$ cat src/rtl/branch_redirect_ctrl.sv
// branch_redirect_ctrl: EX-stage control-flow sequencer. Gates comparator
// results on operand readiness, stalls across load-use dependencies, flushes
// younger stages on taken branches/jumps and holds a redirect request to
// fetch until it is accepted. Also keeps saturating branch/taken counters.
module branch_redirect_ctrl #(
    parameter int          CNT_W    = 16,
    parameter logic [31:0] RESET_PC = 32'h00400004
) (
    input  logic             clk,
    input  logic             reset,
    input  logic             ex_valid,
    input  logic [3:0]       ex_br,
    input  logic             ex_load_dep,
    input  logic             cmp_success,
    input  logic [31:0]      cmp_target,
    input  logic             fetch_ready,
    output logic             stall_pipe,
    output logic             flush_ifid,
    output logic             flush_idex,
    output logic             redirect_valid,
    output logic [31:0]      redirect_pc,
    output logic             misalign_err,
    output logic [CNT_W-1:0] branch_cnt,
    output logic [CNT_W-1:0] taken_cnt
);

    typedef enum logic [1:0] {
        RUN      = 2'd0,
        WAIT_OP  = 2'd1,
        REDIRECT = 2'd2
    } state_t;

    state_t      state;
    state_t      state_nxt;

    logic        br_ev;
    logic        is_jump;
    logic        taken;
    logic        misaligned;
    logic [31:0] eff_target;

    // One-cycle strobes produced by the FSM in the resolve cycle
    logic        count_go;
    logic        redirect_go;
    logic        misalign_go;

    // Saturating increment: counters stick at all-ones instead of wrapping
    function automatic logic [CNT_W-1:0] sat_inc(input logic [CNT_W-1:0] v);
        logic [CNT_W-1:0] one;
        one = {{(CNT_W-1){1'b0}}, 1'b1};
        return (&v) ? v : v + one;
    endfunction

    // Decode the EX branch code, effective target and alignment check
    always_comb begin
        br_ev      = ex_valid && (ex_br >= 4'd1) && (ex_br <= 4'd8);
        is_jump    = (ex_br == 4'd7) || (ex_br == 4'd8);
        // Jumps are unconditional; conditional branches follow the comparator
        taken      = cmp_success || is_jump;
        eff_target = (ex_br == 4'd8) ? {cmp_target[31:1], 1'b0} : cmp_target;
        // JALR already has bit 0 cleared, so only bit 1 can fault it
        misaligned = eff_target[1] || ((ex_br != 4'd8) && eff_target[0]);
    end

    // FSM next-state and combinational pipeline controls
    always_comb begin
        state_nxt      = state;
        stall_pipe     = 1'b0;
        flush_ifid     = 1'b0;
        flush_idex     = 1'b0;
        redirect_valid = 1'b0;
        count_go       = 1'b0;
        redirect_go    = 1'b0;
        misalign_go    = 1'b0;
        case (state)
            RUN, WAIT_OP: begin
                if (br_ev && ex_load_dep) begin
                    stall_pipe = 1'b1;
                    state_nxt  = WAIT_OP;
                end else if (br_ev) begin
                    count_go  = 1'b1;
                    state_nxt = RUN;
                    if (taken && misaligned) begin
                        misalign_go = 1'b1;
                    end else if (taken) begin
                        flush_ifid  = 1'b1;
                        flush_idex  = 1'b1;
                        redirect_go = 1'b1;
                        state_nxt   = REDIRECT;
                    end
                end else begin
                    // A dependent branch that vanished was killed upstream
                    state_nxt = RUN;
                end
            end
            REDIRECT: begin
                redirect_valid = 1'b1;
                stall_pipe     = 1'b1;
                flush_ifid     = 1'b1;
                if (fetch_ready) begin
                    state_nxt = RUN;
                end
            end
            default: begin
                state_nxt = RUN;
            end
        endcase
    end

    // FSM state register
    always_ff @(posedge clk or posedge reset) begin
        if (reset) begin
            state <= RUN;
        end else begin
            state <= state_nxt;
        end
    end

    // Redirect target, error pulse and statistics counters
    always_ff @(posedge clk or posedge reset) begin
        if (reset) begin
            redirect_pc  <= RESET_PC;
            misalign_err <= 1'b0;
            branch_cnt   <= '0;
            taken_cnt    <= '0;
        end else begin
            misalign_err <= misalign_go;
            if (redirect_go) begin
                redirect_pc <= eff_target;
                taken_cnt   <= sat_inc(taken_cnt);
            end
            if (count_go) begin
                branch_cnt <= sat_inc(branch_cnt);
            end
        end
    end

endmodule

$ cat config.mk
export PLATFORM = sky130hd
export DESIGN_NAME = branch_redirect_ctrl
export DESIGN_NICKNAME = d
export VERILOG_FILES = /design/src/rtl/branch_redirect_ctrl.sv
export SDC_FILE = /design/constraint.sdc
export NUM_CORES = 1
export LEC_CHECK = 0
export CORE_MARGIN = 2
export CORE_UTILIZATION = 44
export DETAILED_ROUTE_END_ITERATION = 8
export PLACE_DENSITY = 0.77
export SETUP_SLACK_MARGIN = 0.1
export SLEW_MARGIN = 10
export SYNTH_ARGS = -nofsm -noshare
export SYNTH_HDL_FRONTEND = slang
export SYNTH_SLANG_ARGS = --single-unit
$ cat constraint.sdc
create_clock -name clk -period 3 [get_ports clk]
set_input_delay 0.6 -clock clk [delete_from_list [all_inputs] [get_ports clk]]
set_output_delay 0.6 -clock clk [all_outputs]
set_load 0.01 [all_outputs]
==> results of run 1 <==
-- where the power goes --
group | internal (W) | switching (W) | total (W)
Sequential | 0.00106 | 0.000113 | 0.00117
Clock | 0.000380 | 0.000343 | 0.000723
Combinational | 0.000407 | 0.000241 | 0.000647
-- cell families after synthesis --
kind of cell | share of synthesized area [%]
flops | 55.8
compound gates | 3.28
fa+ha+maj | 0.831
buf+inv | 2.49
xor+xnor | 8.73
simple gates | 16.9
mux | 12.0
-- routing by layer --
layer | global-route usage (%) | routed length (um) | vias up | share of wire, %
li1 | - | - | 1076 | -
met1 | 27.3 | 3320 | 1062 | 49
met2 | 26.4 | 2940 | 83 | 44
met3 | 5.43 | 432 | 2 | 6.4
met4 | 5.11 | 22 | 0 | 0.33
met5 | 0 | 0 | - | 0
-- what timing repair did --
item / 4_1_cts / 5_1_grt
pin swaps: 0 / 0
gates resized for setup: 2 / 1
endpoints found under the setup margin: 2 / 1
endpoints found under the hold margin: 0 / 0
-- flip-flops by register name, summed over array words and instances (netlist names) --
register and flops:
taken_cnt 16, misalign_err 1, state 2, branch_cnt 16, redirect_pc 32
-- Yosys cell counts (3+ instances only) --
cell type  count
dfrtp_1       65
mux2_1        31
nand2_1       17
xnor2_1       16
xor2_1        14
nand3_1       11
nor2_1         9
nand4_1        8
buf_6          5
inv_1          5
nor3_2         5
and3_1         4
nor3_1         4
o21ai_0        4
nor2_2         3
-- worst max-delay path by stage --
stage                                end  slack (ps)  cells past startpoint
2_1_floorplan  branch_cnt[0]$_DFFE_PP0P_         720                      1
3_5_place_dp                  flush_ifid         -40                      5
5_1_grt                       flush_ifid         100                      5
4_1_cts                       stall_pipe         150                      6
3_3_place_gp                  flush_ifid          -7                      5
6_report                      stall_pipe         190                      6
-- metrics by stage --
| stage | instances | hold slack [ps] | area (sq um) | power (W) | setup WS, ps |
|---|---|---|---|---|---|
| 6_report | 445 | 486 | 4430 | 0.00254 | 191 |
| 5_1_grt | 445 | 501 | 4430 | 0.00268 | 102 |
| 4_1_cts | 445 | 490 | 4420 | 0.00258 | 146 |
| 3_5_place_dp | 429 | 474 | 4230 | 0.00185 | -44.9 |
| 3_3_place_gp | 429 | 466 | 4230 | 0.00182 | -6.84 |
| 2_1_floorplan | 235 | 505 | 3010 | 0.00142 | 720 |
-- final cells by class --
class,instances,area [sq um]
clock buffer,9,124
clock inverter,7,68.8
fill,543,2290
inverter,5,18.8
multi-input combinational,158,1260
sequential,67,1680
tap,80,100
timing repair buffer,119,1180
-- worst reg2reg max path, cell delays in order, from the launching register on --
cell	delay [ps]
dfrtp_1	390
or3b_1	410
or2_4	280
nor2_8	90
buf_4	370
mux2_1	390
==> run summary, run 1 <==
CLOCK NETWORK
------------------------------------------------------------------------------------------
Maximum number of buffers from clock root to sink                                        2
Insertion delay of the later-clocked pin in the worst-skew pair                     330 ps
Number of buffers inserted for hold repair after clock tree synthesis                    0
Clk sink count                                                                          67
Root Buffer Master                                                                clkbuf_8
H-tree level count                                                                       3
Clock edge transition at the registers on the reported setup and hold paths          80 ps
CTS tree                                                                               yes
Buffers inserted by post-CTS timing repair                                               0
Clock buffer count from CTS                                                              9

SYNTH
------------------------------------------------------------------------------------------
Library cell occupying the most area in the post-synthesis netlist                 dfrtp_1
Cell count after synthesis                                                             235
Syn Area/Cell                                                                   12.8 sq um
Post-Synthesis Cell Area                                                      0.00301 sq mm
Fraction of synthesized cell area taken by the top area cell type                    54.1%
Post-synth ARST share                                                                 100%
EDFF count, synth                                                                        0
Synth Register Bits                                                                     67
Library cells used by synthesis                                                         42
Top FF cell, synth                                                                 dfrtp_1
Count of warnings emitted by yosys                                                       0
Syn_nets                                                                               279
Proportion of synthesized chip area in sequential cells                              55.8%
Top cells by area in the synthesized netlist                                  dfrtp_1 (54%), mux2_1 (12%), xnor2_1 (4.7%)

DIE
------------------------------------------------------------------------------------------
Number of I/O pins                                                                     111
Initial Util                                                                         44.8%
Core area                                                                     0.00672 sq mm
Site Rows                                                                               30
Die width                                                                          86.7 um
Y dimension of the die                                                             86.7 um
Die Footprint                                                                 0.00752 sq mm

PLACEMENT
------------------------------------------------------------------------------------------
Sum of net half-perimeters after detailed placement                                5040 um
Port bufs                                                                              110
Routability congestion estimate from global placement                                0.734

TIMING
------------------------------------------------------------------------------------------
RSZ-0062 raised after global routing                                                 false
Max_slew headroom                                                                    59.9%
Post-route fraction of the period consumed by the critical path                      93.6%
Largest clock skew in the final design                                             6.74 ps
Worst slew pin tran                                                                 600 ps
Setup-failing EPs final                                                                  0
Final count of hold timing violations                                                    0
Upper clock frequency limit                                                        356 MHz
Setup total negative slack                                                            0 ps
Post-route minimum period                                                          2810 ps
Total count of max-transition violations in the final report                             0

FINAL LAYOUT
------------------------------------------------------------------------------------------
Antenna diode count                                                                      0
Commonest non-fill, non-tap cells in the layout                               clkdlybuf4s50_1 (108), dfrtp_1 (65), mux2_1 (31), nand2_1 (17), xnor2_1 (16)
Utilization after layout                                                             65.9%
Most common cell after layout, fill and taps aside                            clkdlybuf4s50_1
Number of nets in the layout                                                           404
Layout cells sized above 1                                                           13.2%
Synth-to-layout area growth                                                          47.2%

WORST SETUP PATH
------------------------------------------------------------------------------------------
Worst Reg-to-Reg Cells                                                                   5
Worst path buffer plus inverter count                                                    3
Category of cells accounting for the largest share of critical-path delay     buffers and inverters
Reg-to-reg critical path endpoint                                             redirect_pc[15]$_DFFE_PP0P_
Reg2reg start                                                                 state[1]$_DFFE_PP0P_
Endpoint required time on the critical path                                        2400 ps
Largest fanout of any net on the critical path                                           3
Element type at the critical path start                                         input port
Cells along the critical path                                                 clkdlybuf4s50_1, nor3_2, buf_4, xor2_1, o21ai_0, clkdlybuf4s50_1
Critical Path Start                                                               ex_br[2]
Category of the worst setup path capture point                                  output pin
Crit path kind                                                                      in2out
FF-to-FF setup slack                                                                950 ps
Most Frequent Cell on Critical Path                                           clkdlybuf4s50_1
Largest incremental delay on the critical path                                      590 ps
Signal arrival time at the worst endpoint                                          2210 ps
Highest-delay cell along the critical path                                    clkdlybuf4s50_1

GRT
------------------------------------------------------------------------------------------
Initial antenna violation count                                                          0
Global-route total usage across every layer                                          18.4%
Via count of the first global-routing pass                                            2122
Total congestion overflow                                                                0
First-pass GRT wire length                                                        10700 um
Maximum number of pins on one net before global-route repair                            41

WORST HOLD PATH
------------------------------------------------------------------------------------------
Hold path cells                                                                          1
End point of the worst hold path                                              redirect_pc[10]$_DFFE_PP0P_
Path class of the lowest-slack min-delay path                                      reg2reg
Hold path start                                                               redirect_pc[10]$_DFFE_PP0P_

PWR
------------------------------------------------------------------------------------------
Power density of the placed cells                                              574 mW/mm^2
Leak Pwr                                                                           1.97 nW
VDD IR max                                                                      0.000396 V

ROUTING
------------------------------------------------------------------------------------------
Detailed-router iteration count before antenna repair                                    4
Number of remaining DRC errors                                                           0
Via density                                                                           5.00
Routed wire per std cell                                                           15.1 um
Via count                                                                             2223
Iteration-0 DRC Markers                                                                 89
Detailed-route wire length                                                         6720 um
Remaining antenna violation count                                                        0

OUTCOME
------------------------------------------------------------------------------------------
Result of the run                                                             finished, final reports clean

FLOW RUN
------------------------------------------------------------------------------------------
Number of max-cap violations                                                             0

Power figures use the tool's default switching activity.
==> run 2, diff against run 1 <==
--- a/config.mk
+++ b/config.mk
@@ -7,6 +7,7 @@
 export LEC_CHECK = 0
 export CORE_MARGIN = 2
 export CORE_UTILIZATION = 44
+export CTS_CLUSTER_SIZE = 14
 export DETAILED_ROUTE_END_ITERATION = 8
 export PLACE_DENSITY = 0.77
 export SETUP_SLACK_MARGIN = 0.1
==> constraint.sdc (replaced) <==
create_clock -name clk -period 3.1 [get_ports clk]
set_input_delay 0.62 -clock clk [delete_from_list [all_inputs] [get_ports clk]]
set_output_delay 0.62 -clock clk [all_outputs]
set_load 0.01 [all_outputs]
==> run 2 against run 1 <==
Non-clock buffer count decreased by 2. Flip-flop and latch count unchanged. Die area is the same. Utilization up 0.15 points. Clock skew is 3.6 ps higher. Count of clock-buffer cells in the layout is 1 higher. Register-to-register slack improved by 90 ps. Final cell count decreased by 0.45%. First-iteration DRC count is 12% lower. Critical path type unchanged. Largest cell class unchanged. Highest routed layer unchanged.
==> run summary, run 2 (synthesized netlist as in run 1, its figures left out) <==
GRT
------------------------------------------------------------------------------------------
Global-route total usage across every layer                                          18.5%
Total congestion overflow                                                                0
Initial antenna violation count                                                          0
Via count of the first global-routing pass                                            2101
Maximum number of pins on one net before global-route repair                            39
First-pass GRT wire length                                                        10600 um

OUTCOME
------------------------------------------------------------------------------------------
Result of the run                                                             finished, final reports clean

PWR
------------------------------------------------------------------------------------------
Leak Pwr                                                                           1.97 nW
Power density of the placed cells                                              575 mW/mm^2
Post-layout total power                                                          0.00255 W
VDD IR max                                                                      0.000318 V

TIMING
------------------------------------------------------------------------------------------
Max_slew headroom                                                                    57.0%
Largest clock skew in the final design                                             10.3 ps
Post-route minimum period                                                          2920 ps
RSZ-0062 raised after global routing                                                 false
Worst hold slack                                                                    488 ps
Setup-failing EPs final                                                                  0
Final count of hold timing violations                                                    0
Upper clock frequency limit                                                        343 MHz
Post-route fraction of the period consumed by the critical path                      94.1%
Total count of max-transition violations in the final report                             0
Setup total negative slack                                                            0 ps
Worst slew pin tran                                                                 645 ps

CLOCK NETWORK
------------------------------------------------------------------------------------------
Clock buffer count from CTS                                                              9
Number of buffers inserted for hold repair after clock tree synthesis                    0
# resized after CTS                                                                      2
Maximum number of buffers from clock root to sink                                        2
Clk sink count                                                                          67
Buffers inserted by post-CTS timing repair                                               0
Clock edge transition at the registers on the reported setup and hold paths          80 ps
Root Buffer Master                                                                clkbuf_8
CTS tree                                                                               yes
H-tree level count                                                                       3
Insertion delay of the later-clocked pin in the worst-skew pair                     340 ps

WORST SETUP PATH
------------------------------------------------------------------------------------------
Category of the worst setup path capture point                                  output pin
Category of cells accounting for the largest share of critical-path delay     buffers and inverters
Most Frequent Cell on Critical Path                                           clkdlybuf4s50_1
Worst path buffer plus inverter count                                                    3
Largest fanout of any net on the critical path                                           3
Highest-delay cell along the critical path                                    clkdlybuf4s50_1
FF-to-FF setup slack                                                               1040 ps
Endpoint required time on the critical path                                        2480 ps
Element type at the critical path start                                         input port
Cells along the critical path                                                 clkdlybuf4s50_1, nor3_2, buf_4, xor2_1, o21ai_0, clkdlybuf4s50_1
Signal arrival time at the worst endpoint                                          2300 ps
Crit path kind                                                                      in2out
Largest incremental delay on the critical path                                      490 ps

PLACEMENT
------------------------------------------------------------------------------------------
Routability congestion estimate from global placement                                0.759
Sum of net half-perimeters after detailed placement                                5070 um
Port bufs                                                                              110
Placed Instance Area                                                          0.00422 sq mm

DIE
------------------------------------------------------------------------------------------
Site Rows                                                                               30
Core area                                                                     0.00672 sq mm
Die Footprint                                                                 0.00752 sq mm
Y dimension of the die                                                             86.7 um
Initial Util                                                                         44.8%
Die width                                                                          86.7 um
Number of I/O pins                                                                     111

FINAL LAYOUT
------------------------------------------------------------------------------------------
Register bank with the most flops                                              redirect_pc
Commonest non-fill, non-tap cells in the layout                               clkdlybuf4s50_1 (108), dfrtp_1 (65), mux2_1 (31), nand2_1 (17), xnor2_1 (16)
Layout cells sized above 1                                                           12.4%
Most common cell after layout, fill and taps aside                            clkdlybuf4s50_1
Filler cells                                                                           529
Final instance area                                                           0.00444 sq mm
Synth-to-layout area growth                                                          47.5%
Number of nets in the layout                                                           402
Flip-flop count of the largest register after layout                                    32
Antenna diode count                                                                      0
Registers with the highest flip-flop counts                                   redirect_pc: 32 flops, branch_cnt: 16 flops, taken_cnt: 16 flops

ROUTING
------------------------------------------------------------------------------------------
Iteration-0 DRC Markers                                                                 78
Remaining antenna violation count                                                        0
Number of remaining DRC errors                                                           0
Via density                                                                           5.03
Via count                                                                             2228
Routed wire per std cell                                                           15.2 um
Detailed-route wire length                                                         6710 um
Detailed-router iteration count before antenna repair                                    4

WORST HOLD PATH
------------------------------------------------------------------------------------------
Path class of the lowest-slack min-delay path                                      reg2reg

FLOW RUN
------------------------------------------------------------------------------------------
Number of max-cap violations                                                             0

[run 2: cell types whose count changed in the layout (fill, tap and decap cells not counted)]
| cell | before | now |
|---|---|---|
| buf_4 | 8 | 6 |
| bufinv_16 | 1 | 2 |
| clkbuf_1 | 0 | 1 |
| clkinv_2 | 3 | 1 |
| clkinv_4 | 1 | 2 |
| clkinvlp_4 | 2 | 1 |
[run 2: final timing paths]
| kind | from | to | depth (start not counted) |
|---|---|---|---|
| worst max-delay path | ex_br[2] | stall_pipe | 6 |
| worst min-delay path | redirect_pc[3]$_DFFE_PP0P_ | redirect_pc[3]$_DFFE_PP0P_ | 1 |
| worst max register to register | state[1]$_DFFE_PP0P_ | redirect_pc[16]$_DFFE_PP0P_ | 5 |
| worst min register to register | redirect_pc[3]$_DFFE_PP0P_ | redirect_pc[3]$_DFFE_PP0P_ | 1 |
| max in group asynchronous | reset | taken_cnt[2]$_DFFE_PP0P_ | 3 |
| min in group asynchronous | reset | redirect_pc[27]$_DFFE_PP0P_ | 2 |
[run 2: routing by layer]
layer / global-route usage [%] / share of wire, % / up-vias
li1: - / - / 1074
met1: 27.1 / 49 / 1053
met2: 25.9 / 42 / 89
met3: 5.14 / 7.0 / 12
met4: 7.24 / 1.3 / 0
met5: 0 / 0 / -
[run 2: power breakdown]
part	total (W)	internal (W)	leakage (nW)	switching, W
clock network	0.000794	0.000454	0.106	0.000339
registers	0.00113	0.00102	0.868	0.000108
logic	0.000627	0.000393	0.997	0.000234
[run 2: area by class of cell]
class | instances | area (sq um) | share of cell area, %
Multi-Input combinational cell | 158 | 1260 | 28.4
Inverter | 5 | 18.8 | 0.423
Timing Repair Buffer | 117 | 1160 | 26.2
Clock inverter | 6 | 90.1 | 2.03
Clock buffer | 10 | 128 | 2.87
Tap cell | 80 | 100 | 2.25
Sequential cell | 67 | 1680 | 37.8
[run 2: metrics by stage]
step                      std cells  utilization, %  worst slack (ps)
after floorplan                 235               -               800
after global placement          427            62.8              24.8
after detailed placement        427            62.8             -37.1
after CTS                       443            66.0               181
after global routing            443            66.1               117
final                           443            66.1               182
==> run 3, diff against run 2 <==
--- a/config.mk
+++ b/config.mk
@@ -7,10 +7,11 @@
 export LEC_CHECK = 0
 export CORE_MARGIN = 2
 export CORE_UTILIZATION = 44
-export CTS_CLUSTER_SIZE = 14
+export CTS_CLUSTER_SIZE = 10
 export DETAILED_ROUTE_END_ITERATION = 8
 export PLACE_DENSITY = 0.77
 export SETUP_SLACK_MARGIN = 0.1
+export SKIP_CTS_REPAIR_TIMING = 1
 export SLEW_MARGIN = 10
 export SYNTH_ARGS = -nofsm -noshare
 export SYNTH_HDL_FRONTEND = slang
==> run 3 against run 2 <==
Sequential power barely moved. Sequential share of layout area fell by 0.064 points. Cell area rose by 0.17%. Final cell count did not move. Power barely moved. Register-to-register slack barely moved. Combinational power barely moved.
==> run summary, run 3 (synthesized netlist as in run 1, its figures left out) <==
CLOCK NETWORK
------------------------------------------------------------------------------------------
Clock edge transition at the registers on the reported setup and hold paths          80 ps
Maximum number of buffers from clock root to sink                                        2
H-tree level count                                                                       3
Root Buffer Master                                                                clkbuf_8
Insertion delay of the later-clocked pin in the worst-skew pair                     340 ps
CTS tree                                                                               yes
Clock buffer count from CTS                                                              9
Clk sink count                                                                          67

TIMING
------------------------------------------------------------------------------------------
Post-route minimum period                                                          2920 ps
Upper clock frequency limit                                                        343 MHz
Post-layout worst setup margin                                                      182 ps
RSZ-0062 raised after global routing                                                 false
Total count of max-transition violations in the final report                             0
Worst slew pin tran                                                                 645 ps
Final count of hold timing violations                                                    0
Post-route fraction of the period consumed by the critical path                      94.1%
Largest clock skew in the final design                                             10.3 ps
Setup-failing EPs final                                                                  0
Max_slew headroom                                                                    57.0%

FLOW RUN
------------------------------------------------------------------------------------------
Number of max-cap violations                                                             0

DIE
------------------------------------------------------------------------------------------
Initial Util                                                                         44.8%
Site Rows                                                                               30
Number of I/O pins                                                                     111
Die Footprint                                                                 0.00752 sq mm
Y dimension of the die                                                             86.7 um
Die width                                                                          86.7 um
Core area                                                                     0.00672 sq mm

PLACEMENT
------------------------------------------------------------------------------------------
Placed Instance Area                                                          0.00422 sq mm
Cells after DPL                                                                        427
Port bufs                                                                              110
Routability congestion estimate from global placement                                0.759
Sum of net half-perimeters after detailed placement                                5070 um
DP Worst Slack                                                                    -37.1 ps

FINAL LAYOUT
------------------------------------------------------------------------------------------
Antenna diode count                                                                      0
Most common cell after layout, fill and taps aside                            clkdlybuf4s50_1
Final instance area                                                           0.00445 sq mm
Flip-flop count of the largest register after layout                                    32
Number of nets in the layout                                                           402
Utilization after layout                                                             66.2%
Register bank with the most flops                                              redirect_pc
Commonest non-fill, non-tap cells in the layout                               clkdlybuf4s50_1 (108), dfrtp_1 (65), mux2_1 (31), nand2_1 (17), xnor2_1 (16)
Final instance count without filler cells                                              443
Synth-to-layout area growth                                                          47.8%
Layout cells sized above 1                                                           12.4%
Registers with the highest flip-flop counts                                   redirect_pc: 32 flops, branch_cnt: 16 flops, taken_cnt: 16 flops

GRT
------------------------------------------------------------------------------------------
Initial antenna violation count                                                          0
Total congestion overflow                                                                0
Via count of the first global-routing pass                                            2101
First-pass GRT wire length                                                        10600 um
Maximum number of pins on one net before global-route repair                            39
Global-route total usage across every layer                                          18.5%

PWR
------------------------------------------------------------------------------------------
Power density of the placed cells                                              574 mW/mm^2
VDD IR max                                                                      0.000318 V
Post-layout total power                                                          0.00255 W
Leak Pwr                                                                           2.00 nW

WORST SETUP PATH
------------------------------------------------------------------------------------------
Element type at the critical path start                                         input port
Crit path kind                                                                      in2out
Largest fanout of any net on the critical path                                           3
Signal arrival time at the worst endpoint                                          2300 ps
Category of the worst setup path capture point                                  output pin
Endpoint required time on the critical path                                        2480 ps

ROUTING
------------------------------------------------------------------------------------------
Iteration-0 DRC Markers                                                                 78
Routed wire per std cell                                                           15.2 um
Remaining antenna violation count                                                        0
Number of remaining DRC errors                                                           0
Via count                                                                             2230
Via density                                                                           5.03
Detailed-router iteration count before antenna repair                                    4
Detailed-route wire length                                                         6720 um

WORST HOLD PATH
------------------------------------------------------------------------------------------
Path class of the lowest-slack min-delay path                                      reg2reg

OUTCOME
------------------------------------------------------------------------------------------
Result of the run                                                             finished, final reports clean

-- run 3: cell types whose count changed in the layout (fill, tap and decap cells not counted), sizes merged --
cell / before / now
dlygate4sd2: 2 / 0
dlymetal6s2s: 0 / 2
-- run 3: stage by stage --
stage / hold slack, ps / setup TNS [ps]
after global routing: 502 / 0
after CTS: 491 / -50.2
after floorplan: 505 / 0
final: 486 / 0
after detailed placement: 475 / -37.1
after global placement: 467 / 0
-- run 3: worst paths after layout --
check | from | end | slack [ps] | cells after the start
min in group asynchronous | reset | redirect_pc[27]$_DFFE_PP0P_ | 690 | 2
setup / recovery | ex_br[2] | stall_pipe | 180 | 6
setup reg to reg | state[1]$_DFFE_PP0P_ | redirect_pc[16]$_DFFE_PP0P_ | 1040 | 5
hold / removal | redirect_pc[3]$_DFFE_PP0P_ | redirect_pc[3]$_DFFE_PP0P_ | 490 | 1
hold reg to reg | redirect_pc[3]$_DFFE_PP0P_ | redirect_pc[3]$_DFFE_PP0P_ | 490 | 1
max in group asynchronous | reset | taken_cnt[2]$_DFFE_PP0P_ | 1780 | 3
-- run 3: where the power goes --
part	switching [W]	leakage, nW	internal, W	total [W]
Sequential	0.000108	0.868	0.00102	0.00113
Clock	0.000339	0.106	0.000454	0.000794
Combinational	0.000234	1.02	0.000393	0.000627
Total	0.000681	2.00	0.00187	0.00255
-- run 3: area by class of cell --
class / count / area, sq um
Clock buffer: 10 / 128
Sequential cell: 67 / 1680
Tap cell: 80 / 100
Fill cell: 527 / 2270
Multi-Input combinational cell: 158 / 1260
Timing Repair Buffer: 117 / 1170
Clock inverter: 6 / 90.1
Inverter: 5 / 18.8
-- run 3: metal layers --
| metal | track usage [%] | routed length, um |
|---|---|---|
| met1 | 27.1 | 3320 |
| met2 | 25.9 | 2830 |
| met3 | 5.14 | 473 |
| met4 | 7.24 | 90 |
| met5 | 0 | 0 |
-- run 3: critical path, cell delays in order --
cell,delay (ps)
clkdlybuf4s50_1,480
nor3_2,210
buf_4,130
xor2_1,240
o21ai_0,130
clkdlybuf4s50_1,490
